**src/rtl/branch_cmp_unit.sv**
```systemverilog
// Branch-condition resolver: evaluates one of eight conditions on two operands
// behind a valid/ready handshake, with saturating delivery statistics.
module branch_cmp_unit #(
    parameter int WIDTH = 32,
    parameter int CNT_W = 16
) (
    input  logic             clk,
    input  logic             reset_n,
    input  logic             in_valid,
    output logic             in_ready,
    input  logic [WIDTH-1:0] d1,
    input  logic [WIDTH-1:0] d2,
    input  logic [2:0]       mode,
    output logic             out_valid,
    input  logic             out_ready,
    output logic             taken,
    output logic             eq,
    input  logic             clr_cnt,
    output logic [CNT_W-1:0] total_cnt,
    output logic [CNT_W-1:0] taken_cnt,
    output logic             cnt_sat
);

    localparam logic [CNT_W-1:0] CNT_MAX = {CNT_W{1'b1}};

    typedef enum logic [2:0] {
        C_EQ  = 3'd0,
        C_NE  = 3'd1,
        C_LEZ = 3'd2,
        C_GTZ = 3'd3,
        C_LTZ = 3'd4,
        C_GEZ = 3'd5,
        C_LT  = 3'd6,
        C_LTU = 3'd7
    } cond_e;

    logic             accept;
    logic             deliver;
    logic             ops_eq;
    logic             d1_neg;
    logic             d1_zero;
    logic             cond;
    logic [CNT_W-1:0] total_nxt;
    logic [CNT_W-1:0] taken_nxt;

    assign in_ready = !out_valid || out_ready;
    assign accept   = in_valid && in_ready;
    assign deliver  = out_valid && out_ready;

    assign ops_eq  = (d1 == d2);
    assign d1_neg  = d1[WIDTH-1];
    assign d1_zero = (d1 == '0);

    always_comb begin
        cond = 1'b0;
        unique case (cond_e'(mode))
            C_EQ:  cond = ops_eq;
            C_NE:  cond = !ops_eq;
            C_LEZ: cond = d1_neg || d1_zero;
            C_GTZ: cond = !d1_neg && !d1_zero;
            C_LTZ: cond = d1_neg;
            C_GEZ: cond = !d1_neg;
            C_LT:  cond = ($signed(d1) < $signed(d2));
            C_LTU: cond = (d1 < d2);
            default: cond = 1'b0;
        endcase
    end

    // taken/eq only load on accept so they stay stable under backpressure
    always_ff @(posedge clk or negedge reset_n) begin
        if (!reset_n) begin
            out_valid <= 1'b0;
            taken     <= 1'b0;
            eq        <= 1'b0;
        end else if (accept) begin
            out_valid <= 1'b1;
            taken     <= cond;
            eq        <= ops_eq;
        end else if (out_ready) begin
            out_valid <= 1'b0;
        end
    end

    // counters use the result leaving the register, not the one entering
    always_comb begin
        total_nxt = total_cnt;
        taken_nxt = taken_cnt;
        if (deliver) begin
            if (total_cnt != CNT_MAX) total_nxt = total_cnt + 1'b1;
            if (taken && taken_cnt != CNT_MAX) taken_nxt = taken_cnt + 1'b1;
        end
    end

    always_ff @(posedge clk or negedge reset_n) begin
        if (!reset_n) begin
            total_cnt <= '0;
            taken_cnt <= '0;
            cnt_sat   <= 1'b0;
        end else if (clr_cnt) begin
            total_cnt <= '0;
            taken_cnt <= '0;
            cnt_sat   <= 1'b0;
        end else begin
            total_cnt <= total_nxt;
            taken_cnt <= taken_nxt;
            cnt_sat   <= cnt_sat || (total_nxt == CNT_MAX) || (taken_nxt == CNT_MAX);
        end
    end

endmodule

```
**config.mk**
```make
export PLATFORM = sky130hd
export DESIGN_NAME = branch_cmp_unit
export DESIGN_NICKNAME = d
export VERILOG_FILES = /design/src/rtl/branch_cmp_unit.sv
export SDC_FILE = /design/constraint.sdc
export NUM_CORES = 1
export LEC_CHECK = 0
export BUFFER_PORTS_ARGS = -buffer_cell sky130_fd_sc_hd__buf_2
export CORE_ASPECT_RATIO = 0.7
export CORE_MARGIN = 2
export CORE_UTILIZATION = 55
export CTS_CLUSTER_DIAMETER = 80
export DETAILED_ROUTE_END_ITERATION = 10
export MAX_ROUTING_LAYER = met4
export PLACE_DENSITY = 0.84
export SLEW_MARGIN = 20
export SYNTH_ARGS = -nofsm -noshare
export SYNTH_HDL_FRONTEND = slang
export SYNTH_SLANG_ARGS = --single-unit
```
**constraint.sdc**
```tcl
create_clock -name clk -period 4.75 [get_ports clk]
set_input_delay 0.2375 -clock clk [delete_from_list [all_inputs] [get_ports clk]]
set_output_delay 0.2375 -clock clk [all_outputs]
set_load 0.01 [all_outputs]
```
==> run summary <==
Synth unique cells -> 53
Status -> finished clean
Power Dens Cells -> 194.3 mW/mm²
P_leak -> 1.908 nW
Largest cells by area after synthesis -> dfrtp_1 29%, ha_1 14%, nor2_1 5.7%
Min Hold Slack -> 0.02602 ns
Critical Path End Type -> register
Clock Path Buffers -> 2
Yosys top cell area share -> 28.92%
Crit start category -> register
Ys Warns -> 0
Max Freq -> 332.5 MHz
Placer Congestion -> 0.9141
Final Hold Violating Endpoints -> 0
Vias in the first global route -> 3,052
Met3 wire length -> 551 µm
Fin Setup TNS -> 0 ns
Async S/R FF share, synth -> 100.0%
Clock slew at reported path FFs -> 0.08 ns
TritonRoute pass-1 iters -> 5
Power, Total -> 739.7 µW
Final-report max-slew violation count -> 0
RSZ-0062 raised after global routing -> no
WP data required -> 4.98 ns
Maximum VDD drop -> 0.1768 mV
Via/cell ratio -> 5.815
Die width -> 93.96 µm
Worst-path maximum fanout -> 11
WL/cell -> 14.52 µm
CTS Sinks -> 36
Most common flop cell mapped by yosys -> dfrtp_1
CTS H-tree depth -> 2
Fin crit period -> 3.007 ns
Diode count -> 0
Clk_lat worst skew -> 0.29 ns
Met2 Wirelength -> 3682 µm
Crit path DAT -> 3.24 ns
Number of clock buffers inserted by TritonCTS -> 5
Hold-fix buffers, CTS -> 0
Total wire length -> 8232 µm
Critical-path top delay cell -> o41ai_4
Largest net degree at the start of global routing -> 37
Post-DP Area -> 0.003700 mm²
CP dominant cell by count -> a41o_1
Critical path's largest stage delay -> 0.65 ns
Cell area after synthesis -> 0.003115 mm²
P&R area growth vs syn -> 22.21%
Post-synth top cells -> 47 x nor2_1, 41 x nand2_1, 36 x dfrtp_1, 35 x inv_1, 34 x ha_1
CTS resizes -> 0
Drt initial violations -> 251
Hold crit path type -> input port to async pin
Drt drc -> 0
Final instance area -> 0.003807 mm²
Nets -> 600
GRT Residual Overflow -> 0
Starting Density -> 58.34%
Max-cap violations -> 0
Average cell area after synthesis -> 8.009 µm²
Antenna viol nets, final -> 0
GRT Total Usage -> 28.42%
Skew final -> 0.006186 ns
Synth Instances -> 389
Dpl hpwl -> 6515 µm
Number of synthesized flops with an enable pin -> 0
Met1 Routed Length -> 3839 µm
Worst path cell trace -> ha_1, nand4_1, o41ai_4, or2_1, a41o_1, o22ai_1, o41ai_1, a41o_1
Initial antenna violation count -> 0
# IOs -> 109
Yosys reg bits -> 36
Vias post-DR -> 3,297
Fin crit share -> 63.31%
Worst Setup SP -> total_cnt[0]
Seq/Total Area, Yosys -> 28.92%
Top routing layer used -> met4
Syn Nets -> 495
Relative slew margins -> 40.29%
Share of cells above drive strength 1 -> 24.85%
Worst-Margin Slew -> 0.8840 ns
Die area -> 0.006292 mm²
Post CTS Setup Buffer Count -> 0
Count leader, synth -> nor2_1
FF-to-FF Start -> total_cnt[0]
First-pass GRT wire length -> 13,790 µm
Kind of critical path -> register to register
Row cnt -> 22
CTS tree -> done
Final Setup Violations -> 0
Port Buffer Count -> 108
Die Ht -> 66.97 µm
Area leader, netlist -> dfrtp_1
Root buf cell -> clkbuf_8
Core area -> 0.005340 mm²
-- cell families after synthesis --
logic type	after synthesis	synth area share (%)
buffers and inverters	45	5.703
DFF	36	28.92
muxes	7	2.329
AOI/OAI and AO/OA	67	14.38
xor gates and xnor gates	22	6.185
and+or+nand+nor	178	28.84
adders and majority gates	34	13.65
-- cell type report --
type / count / area (µm²)
Sequential cell: 36 / 900.9
Inverter: 35 / 131.4
Multi-Input combinational cell: 308 / 2037
Tap cell: 72 / 90.09
Clock inverter: 2 / 35.03
Clock buffer: 6 / 72.57
Fill cell: 458 / 1533
Timing Repair Buffer: 108 / 540.5
-- report_power, final --
group	leakage [nW]	total [mW]	internal [mW]	switching, mW
clock	0.0552	0.271	0.156	0.115
combinational	1.36	0.149	0.0670	0.0824
sequential	0.496	0.320	0.311	0.00828
total	1.91	0.740	0.534	0.206
-- stage by stage --
| stage | instances | utilization, % | setup WS (ns) |
|---|---|---|---|
| after CTS | 567 | 71.30 | 1.802 |
| after global placement | 559 | 69.28 | 2.045 |
| after global routing | 567 | 71.30 | 1.603 |
| final | 567 | 71.30 | 1.743 |
| after detailed placement | 559 | 69.28 | 1.851 |
| after floorplan | 389 | - | 2.318 |
-- worst paths after layout --
kind	end	slack (ns)	cells past startpoint
max reg2reg	cnt_sat	1.74	8
max in group asynchronous	total_cnt[1]	4.22	1
min in group clk	out_valid	0.19	2
min reg2reg	eq	0.49	2
max	cnt_sat	1.74	8
min	taken_cnt[14]	0.03	1
-- cell usage in the layout, fill, tap and decap left out, types with 4 or more instances in the layout --
cell and instances:
buf_2 108, nor2_1 47, nand2_1 41, dfrtp_1 36, inv_1 35, ha_1 34, a21oi_1 25, nand4_1 19
nor3_1 14, nand3_1 12, xnor2_1 12, nor4_1 11, xor2_1 10, o21ai_0 9, nand2b_1 8, mux2i_1 5
o22ai_1 5, clkbuf_8 5, and2_1 4, or3_1 4
-- flip-flops by register name (all words and copies together) (netlist names) --
signal     count
taken_cnt     16
total_cnt     16
cnt_sat        1
eq             1
out_valid      1
taken          1
-- layer usage --
layer | up-vias | track usage, %
met1 | 1537 | 37.57
met5 | - | -
met2 | 133 | 44.91
li1 | 1609 | -
met4 | 0 | 7.609
met3 | 18 | 5.882
-- worst max-delay path, delay by kind of cell, from the launching register on --
kind,cells,cell delay (ns)
AO/OA/AOI/OAI,5,1.53
AND/OR/NAND/NOR,2,0.57
flip-flops,1,0.54
adder cells (fa/ha/maj),1,0.31
(Power assumes the default switching activity.)
